<file path="config.mk">
export PLATFORM = sky130hd
export DESIGN_NAME = probe_buffer_fifo
export DESIGN_NICKNAME = d
export VERILOG_FILES = /design/src/rtl/probe_buffer_fifo.sv
export SDC_FILE = /design/constraint.sdc
export NUM_CORES = 2
export LEC_CHECK = 0
export CORE_ASPECT_RATIO = 0.8
export CORE_MARGIN = 2
export CORE_UTILIZATION = 54
export CTS_BUF_LIST = sky130_fd_sc_hd__clkbuf_8 sky130_fd_sc_hd__clkbuf_16
export DETAILED_ROUTE_END_ITERATION = 6
export PLACE_DENSITY = 0.75
export SETUP_SLACK_MARGIN = 0.3
export SLEW_MARGIN = 20
export SYNTH_ARGS = -nofsm -noshare
export SYNTH_HDL_FRONTEND = slang
export SYNTH_SLANG_ARGS = --single-unit
export TNS_END_PERCENT = 100
</file>
<file path="constraint.sdc">
create_clock -name clock -period 28.1 [get_ports clock]
set_input_delay 8.43 -clock clock [delete_from_list [all_inputs] [get_ports clock]]
set_output_delay 8.43 -clock clock [all_outputs]
set_load 0.01 [all_outputs]
</file>
<file path="src/rtl/probe_buffer_fifo.sv">
`default_nettype none
// ============================================================================
// Module   : probe_buffer_fifo
// Purpose  : Collects fire-and-forget probe writes (data + taint shadow) from
//            CH channels, arbitrates them round-robin into one DEPTH-entry
//            FIFO, and presents the FIFO head on a valid/ready port. Keeps
//            saturating counts of lost requests and of tainted entries.
// Ports    : clock       - rising-edge clock
//            reset       - synchronous, active-low reset
//            wen         - per-channel write strobe [CH]
//            write       - per-channel data, channel i at [i*W +: W]
//            write_taint - per-channel taint shadow, same packing
//            out_valid   - FIFO head valid
//            out_ready   - consumer accepts head
//            out_data    - head data
//            out_taint   - head taint shadow
//            out_chan    - source channel of head
//            level       - current occupancy (0..DEPTH)
//            drop_cnt    - saturating count of requests lost
//            taint_sum   - saturating count of accepted tainted entries
//            out_ts      - head timestamp (only with PROBE_BUFFER_TIMESTAMP_EN)
// Options  : define PROBE_BUFFER_TIMESTAMP_EN to add a free-running 32-bit
//            cycle counter stored with each entry and exposed on out_ts.
// Revision : 1.0 - initial release
// ============================================================================
module probe_buffer_fifo #(
  parameter int W     = 64,
  parameter int CH    = 4,
  parameter int DEPTH = 16,
  parameter int CNT_W = 32
) (
  input  logic                                 clock,
  input  logic                                 reset,
  input  logic [CH-1:0]                        wen,
  input  logic [CH*W-1:0]                      write,
  input  logic [CH*W-1:0]                      write_taint,
  output logic                                 out_valid,
  input  logic                                 out_ready,
  output logic [W-1:0]                         out_data,
  output logic [W-1:0]                         out_taint,
  output logic [((CH > 1) ? $clog2(CH) : 1)-1:0] out_chan,
  output logic [$clog2(DEPTH):0]               level,
  output logic [CNT_W-1:0]                     drop_cnt,
  output logic [CNT_W-1:0]                     taint_sum
`ifdef PROBE_BUFFER_TIMESTAMP_EN
  ,output logic [31:0]                         out_ts
`endif
);

  localparam int c_AW = $clog2(DEPTH);
  localparam int c_CW = (CH > 1) ? $clog2(CH) : 1;
  localparam int c_LW = c_AW + 1;

  // Wrap a channel index that is at most 2*CH-2 back into 0..CH-1.
  function automatic int wrap_ch(input int v);
    return (v >= CH) ? (v - CH) : v;
  endfunction

  // --------------------------------------------------------------------------
  // State
  // --------------------------------------------------------------------------
  logic [W-1:0]     r_mem_data  [DEPTH];
  logic [W-1:0]     r_mem_taint [DEPTH];
  logic [c_CW-1:0]  r_mem_chan  [DEPTH];

  logic [c_AW-1:0]  r_wr_ptr;
  logic [c_AW-1:0]  r_rd_ptr;
  logic [c_LW-1:0]  r_level;
  logic [c_CW-1:0]  r_rr_ptr;
  logic [CNT_W-1:0] r_drop_cnt;
  logic [CNT_W-1:0] r_taint_sum;

  logic [W-1:0]     r_head_data;
  logic [W-1:0]     r_head_taint;
  logic [c_CW-1:0]  r_head_chan;

`ifdef PROBE_BUFFER_TIMESTAMP_EN
  logic [31:0]      r_mem_ts [DEPTH];
  logic [31:0]      r_ts;
  logic [31:0]      r_head_ts;
`endif

  // --------------------------------------------------------------------------
  // Round-robin arbitration
  // --------------------------------------------------------------------------
  logic            w_any;
  logic [c_CW-1:0] w_grant;
  logic [W-1:0]    w_sel_data;
  logic [W-1:0]    w_sel_taint;

  always_comb begin
    w_any       = 1'b0;
    w_grant     = '0;
    w_sel_data  = '0;
    w_sel_taint = '0;
    for (int k = 0; k < CH; k++) begin
      if (!w_any && wen[wrap_ch(int'(r_rr_ptr) + k)]) begin
        w_any       = 1'b1;
        w_grant     = c_CW'(wrap_ch(int'(r_rr_ptr) + k));
        w_sel_data  = write[wrap_ch(int'(r_rr_ptr) + k)*W +: W];
        w_sel_taint = write_taint[wrap_ch(int'(r_rr_ptr) + k)*W +: W];
      end
    end
  end

  // --------------------------------------------------------------------------
  // Enqueue / dequeue decisions
  // --------------------------------------------------------------------------
  logic            w_full;
  logic            w_deq;
  logic            w_accept;
  logic [c_AW-1:0] w_rd_ptr_next;
  logic [c_LW-1:0] w_level_next;
  logic [c_CW-1:0] w_rr_next;

  assign out_valid = (r_level != '0);
  assign w_full    = (r_level == c_LW'(DEPTH));
  assign w_deq     = out_valid && out_ready;
  // A full FIFO still accepts when a slot frees up in the same cycle.
  assign w_accept  = w_any && (!w_full || w_deq);

  assign w_rd_ptr_next = w_deq ? (r_rd_ptr + c_AW'(1)) : r_rd_ptr;
  assign w_rr_next     = (w_grant == c_CW'(CH - 1)) ? '0 : (w_grant + c_CW'(1));

  always_comb begin
    w_level_next = r_level;
    case ({w_accept, w_deq})
      2'b10:   w_level_next = r_level + c_LW'(1);
      2'b01:   w_level_next = r_level - c_LW'(1);
      default: w_level_next = r_level;
    endcase
  end

  // --------------------------------------------------------------------------
  // Statistics: drop step = requests this cycle minus the one accepted,
  // added as a single increment and clamped on the widened sum.
  // --------------------------------------------------------------------------
  logic [CNT_W:0]   w_nreq;
  logic [CNT_W:0]   w_drop_sum;
  logic [CNT_W-1:0] w_drop_next;
  logic [CNT_W-1:0] w_taint_next;

  always_comb begin
    w_nreq = '0;
    for (int i = 0; i < CH; i++) begin
      w_nreq = w_nreq + {{CNT_W{1'b0}}, wen[i]};
    end
  end

  assign w_drop_sum  = {1'b0, r_drop_cnt} + w_nreq - {{CNT_W{1'b0}}, w_accept};
  assign w_drop_next = w_drop_sum[CNT_W] ? {CNT_W{1'b1}} : w_drop_sum[CNT_W-1:0];

  assign w_taint_next = (w_accept && (w_sel_taint != '0) && (r_taint_sum != {CNT_W{1'b1}}))
                        ? (r_taint_sum + CNT_W'(1)) : r_taint_sum;

  // --------------------------------------------------------------------------
  // Next head: the entry at the post-edge read pointer. When that slot is the
  // one being written this cycle (empty FIFO, or single entry being drained),
  // forward the incoming write since the memory still holds stale contents.
  // --------------------------------------------------------------------------
  logic            w_fwd;
  logic [W-1:0]    w_head_data;
  logic [W-1:0]    w_head_taint;
  logic [c_CW-1:0] w_head_chan;

  assign w_fwd        = w_accept && (r_wr_ptr == w_rd_ptr_next);
  assign w_head_data  = w_fwd ? w_sel_data  : r_mem_data[w_rd_ptr_next];
  assign w_head_taint = w_fwd ? w_sel_taint : r_mem_taint[w_rd_ptr_next];
  assign w_head_chan  = w_fwd ? w_grant     : r_mem_chan[w_rd_ptr_next];

  // --------------------------------------------------------------------------
  // Storage (no reset needed; validity is tracked by the pointers/level)
  // --------------------------------------------------------------------------
  always_ff @(posedge clock) begin
    if (reset && w_accept) begin
      r_mem_data[r_wr_ptr]  <= w_sel_data;
      r_mem_taint[r_wr_ptr] <= w_sel_taint;
      r_mem_chan[r_wr_ptr]  <= w_grant;
    end
  end

  // --------------------------------------------------------------------------
  // Control state
  // --------------------------------------------------------------------------
  always_ff @(posedge clock) begin
    if (!reset) begin
      r_wr_ptr     <= '0;
      r_rd_ptr     <= '0;
      r_level      <= '0;
      r_rr_ptr     <= '0;
      r_drop_cnt   <= '0;
      r_taint_sum  <= '0;
      r_head_data  <= '0;
      r_head_taint <= '0;
      r_head_chan  <= '0;
    end else begin
      r_rd_ptr    <= w_rd_ptr_next;
      r_level     <= w_level_next;
      r_drop_cnt  <= w_drop_next;
      r_taint_sum <= w_taint_next;
      if (w_accept) begin
        r_wr_ptr <= r_wr_ptr + c_AW'(1);
        r_rr_ptr <= w_rr_next;
      end
      // Hold the last head once empty; it is only meaningful with out_valid.
      if (w_level_next != '0) begin
        r_head_data  <= w_head_data;
        r_head_taint <= w_head_taint;
        r_head_chan  <= w_head_chan;
      end
    end
  end

`ifdef PROBE_BUFFER_TIMESTAMP_EN
  // --------------------------------------------------------------------------
  // Timestamp: free-running cycle counter captured with each accepted entry
  // --------------------------------------------------------------------------
  always_ff @(posedge clock) begin
    if (reset && w_accept) begin
      r_mem_ts[r_wr_ptr] <= r_ts;
    end
  end

  always_ff @(posedge clock) begin
    if (!reset) begin
      r_ts      <= '0;
      r_head_ts <= '0;
    end else begin
      r_ts <= r_ts + 32'd1;
      if (w_level_next != '0) begin
        r_head_ts <= w_fwd ? r_ts : r_mem_ts[w_rd_ptr_next];
      end
    end
  end

  assign out_ts = r_head_ts;
`endif

  // --------------------------------------------------------------------------
  // Outputs
  // --------------------------------------------------------------------------
  assign out_data  = r_head_data;
  assign out_taint = r_head_taint;
  assign out_chan  = r_head_chan;
  assign level     = r_level;
  assign drop_cnt  = r_drop_cnt;
  assign taint_sum = r_taint_sum;

endmodule
`default_nettype wire

</file>
Word level (Yosys, flattened, before mapping)
Memories as Yosys holds them, arrays and structs flattened. A register that Yosys moved wholly into a read port is not among the register bits. Cells that the tools add are included.

Register bits after elaboration: 79. Memories kept: 3. Memory bits (writable): 2080. Word-level logic and storage cells: 105. Output and inout port bits: 200.

Multiplexer cells: 38. Shifts and indexed selects: 8. Eq/ne operators: 5. Reduce and logical (&&, ||, !) cells: 19. Order comparisons: 8. Add/sub/neg operators: 18.

Memory list: r_mem_data (depth 16, bits a word 64, read ports 1, clocked after memory_dff 1, wr ports 1, line 62) `logic [W-1:0] r_mem_data [DEPTH];`; r_mem_taint (depth 16, bits a word 64, read ports 1, clocked after memory_dff 1, wr ports 1, line 63) `logic [W-1:0] r_mem_taint [DEPTH];`; r_mem_chan (depth 16, bits a word 2, read ports 1, clocked after memory_dff 1, wr ports 1, line 64) `logic [c_CW-1:0] r_mem_chan [DEPTH];`.

Operators by type and width (count): $shiftx A256 B32 Y64 (8); $mux W64 (8); $mux W32 (5); $lt A32 B4 Y1 const B (4); $reduce_bool A64 Y1 (1); $add A32 B4 Y33 (1); $sub A33 B1 Y33 (1); $add A32 B1 Y32 const B (1); $ne A32 B32 Y1 const B (1); $mux W1 (14); $sub A3 B3 Y4 const B (3); $mux W2 (5); $pmux W5 S2 (1); $reduce_bool A5 Y1 (2); $ge A3 B3 Y1 const B (3); $add A4 B1 Y4 const B (2); $bmux W1 S2 (4); $logic_and A1 B1 Y1 (8); $logic_not A1 Y1 (7); $add A2 B2 Y3 const B (2); $add A5 B1 Y5 const B (1); $eq A5 B5 Y1 const B (1); $sub A5 B1 Y5 const B (1); $add A3 B1 Y4 (1); other kinds (10) (11).

Depth between registers and ports, before layout
Depth in word-level cells: 19. Mapped depth: 32. Gate-level depth less buffers: 20.

Least setup slack after synthesis
Ideal clock, no wire load.

Path kind: in2reg. Start point: input wen[3]. End point: memory r_mem_chan[2][0] (netlist name), enable pin. Stages on the path: 9. Arrival time: 18967 ps. Slack: 8355 ps. Setup time: 778 ps. Path through: mux4_2 or2_2 clkbuf_1 clkbuf_1 clkbuf_1 o31a_1 and2_1 nand2_1 nor3_1.

Word-level cells in the longest chain between the ends: 17. Elaborated cells on any way between the ends: 26. Classes of those cells: mux: 18; reduce/logical: 8.

Ends and longest elaborated chain: from (decl) (line 34) `input logic [CH-1:0] wen,`; $bmux W1 S2 (line 97) `if (!w_any && wen[wrap_ch(int'(r_rr_ptr) + k)]) begin`; $mux W1 (implied by the code) (2 in a row) (line 97); $mux W1 (line 97); $logic_not A1 Y1 (line 97); $logic_and A1 B1 Y1 (line 97); $mux W1 (line 97); $logic_not A1 Y1 (line 97); $logic_and A1 B1 Y1 (line 97); $mux W1 (line 97); $logic_not A1 Y1 (line 97); $logic_and A1 B1 Y1 (line 97); $mux W1 (*) (line 97); $logic_and A1 B1 Y1 (*) (line 120) `assign w_accept = w_any && (!w_full || w_deq);`; $logic_and A1 B1 Y1 (*) (line 175) `if (reset && w_accept) begin`; $mux W1 (*) (line 175); $mux W1 (implied by the code) (*) (line 178) `r_mem_chan[r_wr_ptr] <= w_grant;`; to (decl) (line 64).

Mark *: on every way between the ends. The rest lies on a longest branch, timed or not. The select of a mux whose other input is x is not followed.

Final worst setup path
Start point: input wen[2]. End point: register r_drop_cnt[15], in the netlist drop_cnt[15].

Word-level cells in the longest chain between the ends: 16. Elaborated cells on any way between the ends: 28. Classes of those cells: add/sub: 4; mux: 17; reduce/logical: 7.

Ends and longest elaborated chain: parallel branches: the longest is 14 deep, another holds $add A32 B4 Y33; $sub A33 B1 Y33 (*) (line 150) `assign w_drop_sum = {1'b0, r_drop_cnt} + w_nreq - {{CNT_W{1'b0}}, w_accept};`; $mux W32 (*) (line 151) `assign w_drop_next = w_drop_sum[CNT_W] ? {CNT_W{1'b1}} : w_drop_sum[CNT_W-1:0];`; to (signal assigned) (line 199) `r_drop_cnt <= w_drop_next;`; to (decl) (line 70) `logic [CNT_W-1:0] r_drop_cnt;`.

Every way passes the cells marked *. The select of a mux whose other input is x is not followed. A chain may end at the register's enable or synchronous reset.

==> run summary <==
Status: finished with violations
Failing checks: DRC
I/O pin total: 719
CTS Buffer Depth: 3
Avg Inst Size Synth: 17.90 um2
Worst-path clk slew: 0.07 ns
Synth Area in XOR/XNOR: 0.3363%
Synth top area share: 59.95%
Initial Util: 54.24%
CTS Buf Count: 207
Drt wl/cell: 33.30 um
DP HPWL: 180.7 mm
Routability Congestion: 1.045
Resize count post-CTS: 0
Setup bufs post-CTS: 0
Period Utilization, post-route: 52.23%
Largest family of logic cells by synthesized area: multiplexers
Critical path launch point type: input port
Post-synthesis mux area share: 23.49%
Root Buffer: clkbuf_16
Simple-gate share of the synthesized area: 2.845%
Vias post-DR: 63,736
Kind of critical path: in2reg
Global-route wire length before repair: 440.6 mm
Final setup vio count: 0
Share of layout cells above drive strength 1: 22.84%
RSZ-0062 raised after global routing: false
# Max-Cap Violations: 0
Post-synth EDFFs: 2,080
Total GRT Usage: 31.01%
Total power: 15,480 uW
Ys async rst share: 0%
Pin count of the biggest net entering global routing: 145
Design area: 0.1219 mm2
#FFs+latches synth: 2,289
Seq/Total Area, Yosys: 63.97%
CP Max Fanout: 21
Pleak: 0.04137 uW
Vias in the first global route: 62,787
Crit path required time: 28.88 ns
DP Worst Slack: 12.67 ns
WP data arrival: 15.46 ns
Drt first pass iters: 7
Yosys cell types: 71
CP endpoint kind: flop
Synth area leaders: edfxtp_1 (60%), mux4_2 (20%), dfxtp_1 (4.0%)
Row Count: 144
Clk_skew: 0.07427 ns
Commonest non-fill, non-tap cells in the layout: edfxtp_1 (2,080), mux4_2 (910), clkdlybuf4s50_1 (717), nand2_1 (402), mux2i_1 (329)
Post-Synth Adder-Cell Area: 1.014%
Worst VDD drop: 156.0 uV
GRT overflow: 0
Post-Synthesis Net Count: 6,423
CTS H-tree depth: 4
Most common cell after layout, fill and taps aside: edfxtp_1
Die area: 0.1965 mm2
Core Box Area: 0.1921 mm2
Yosys top cell by area: edfxtp_1
Top achievable clock speed: 68.13 MHz
Post-Syn Instances: 5,822
Final wirelength: 307.1 mm
Fin Setup TNS: 0 ns
Setup ws final: 13.42 ns
Synth Area in Compound Gates: 6.345%
Antenna violation net count after detailed routing: 0
Hold WC Path Type: reg2reg
Die W: 495.1 um
Final min period: 14.68 ns
Initial antenna violation count: 48
Die Y: 396.9 um
Top_reg_cell synth: edfxtp_1
Worst slew margin: 21.79%
Placed Area: 0.1145 mm2
Clk sinks: 2,289
PortBufs: 718
CTS tree: built
PD cells: 126.9 mW/mm2
Ys Warns: 0
Hold buffers post-CTS: 0
Pins Over Slew Limit: 0
Area delta synth->final: 17.04%
Initial drt markers: 8,432
DR DRC count: 2
Vias per Instance: 6.912
NumNets Final: 7,047
Least-Margin Pin Slew: 1.162 ns
Hold Fails Final Rpt: 0
Syn Std Cell Area: 0.1042 mm2
Worst-skew pair later-pin latency: 0.89 ns
critical path, cell delays in order:
cell             delay, ns
clkdlybuf4s50_1       0.56
mux4_2                0.75
or2_2                 0.38
o31a_1                0.35
buf_4                 0.26
ha_1                  0.32
fa_1                  0.45
fa_1                  0.43
fa_1                  0.48
nor2b_1               0.12
o21ai_0               0.10
a21o_1                0.23
a21oi_1               0.23
o31ai_1               0.15
a2111oi_0             0.55
nor3_1                0.15
o31ai_1               0.40
xor2_2                0.52
buf_4                 0.37
o31a_1                0.18
synth_stat cells, drive strengths merged (64+ instances only):
master  count
edfxtp   2080
mux4      911
nand2     402
mux2i     330
clkbuf    289
a21oi     247
dfxtp     209
buf       161
o211a     132
o21ai     114
o221ai     95
ha         78
inv        78
a22oi      74
o22ai      64
sequential cells by signal, indices dropped and copies added (netlist names), named ones only:
signal and cells:
out_data 64, r_wr_ptr 4, r_rd_ptr 4, out_taint 64
r_mem_chan 32, r_rr_ptr 1, level 5, drop_cnt 32
r_mem_taint 1024, taint_sum 32, r_mem_data 1024, out_chan 2
area by class of cell:
class | count | area, um2
Timing Repair Buffer | 865 | 8492
Antenna cell | 34 | 85.08
Inverter | 79 | 299.0
Clock buffer | 217 | 5318
Tap cell | 2555 | 3197
Fill cell | 12944 | 70130
Multi-Input combinational cell | 3004 | 35920
Sequential cell | 2289 | 66650
Clock inverter | 178 | 1977
where the power goes:
group          leakage, uW  switching, uW  total [uW]  internal, uW
registers           0.0206            190        5310          5120
clock network      0.00365           1320        2980          1660
logic               0.0172           4180        7190          3020
final timing paths:
path,from,end,slack (ns),cells past startpoint
setup / recovery,wen[2],drop_cnt[15],13.42,20
setup reg to reg,r_rr_ptr[1],drop_cnt[15],19.49,21
hold reg to reg,out_data[29],out_data[29],0.50,1
hold / removal,out_data[29],out_data[29],0.50,1
cell families after synthesis:
kind of cell	after synthesis
flops	2289
mux	1299
compound gates	932
simple gates	651
buf+inv	529
fa+ha+maj	82
xor+xnor	40
layer usage:
| metal | GRT usage, % | wire length [um] |
|---|---|---|
| met5 | 0 | 186 |
| met4 | 13.14 | 14290 |
| met3 | 6.623 | 31970 |
| met2 | 48.23 | 146300 |
| met1 | 42.88 | 114300 |
stage by stage:
step | util (%) | hold slack (ns) | cells
finish | 63.49 | 0.4991 | 9221
global route | 63.47 | 0.5149 | 9208
CTS | 63.40 | 0.5023 | 9186
detailed placement | 59.60 | 0.4846 | 8791
global placement | 59.55 | 0.4711 | 8787
floorplan | - | 0.4910 | 5822
No activity file was read; power rests on OpenSTA's default activity.
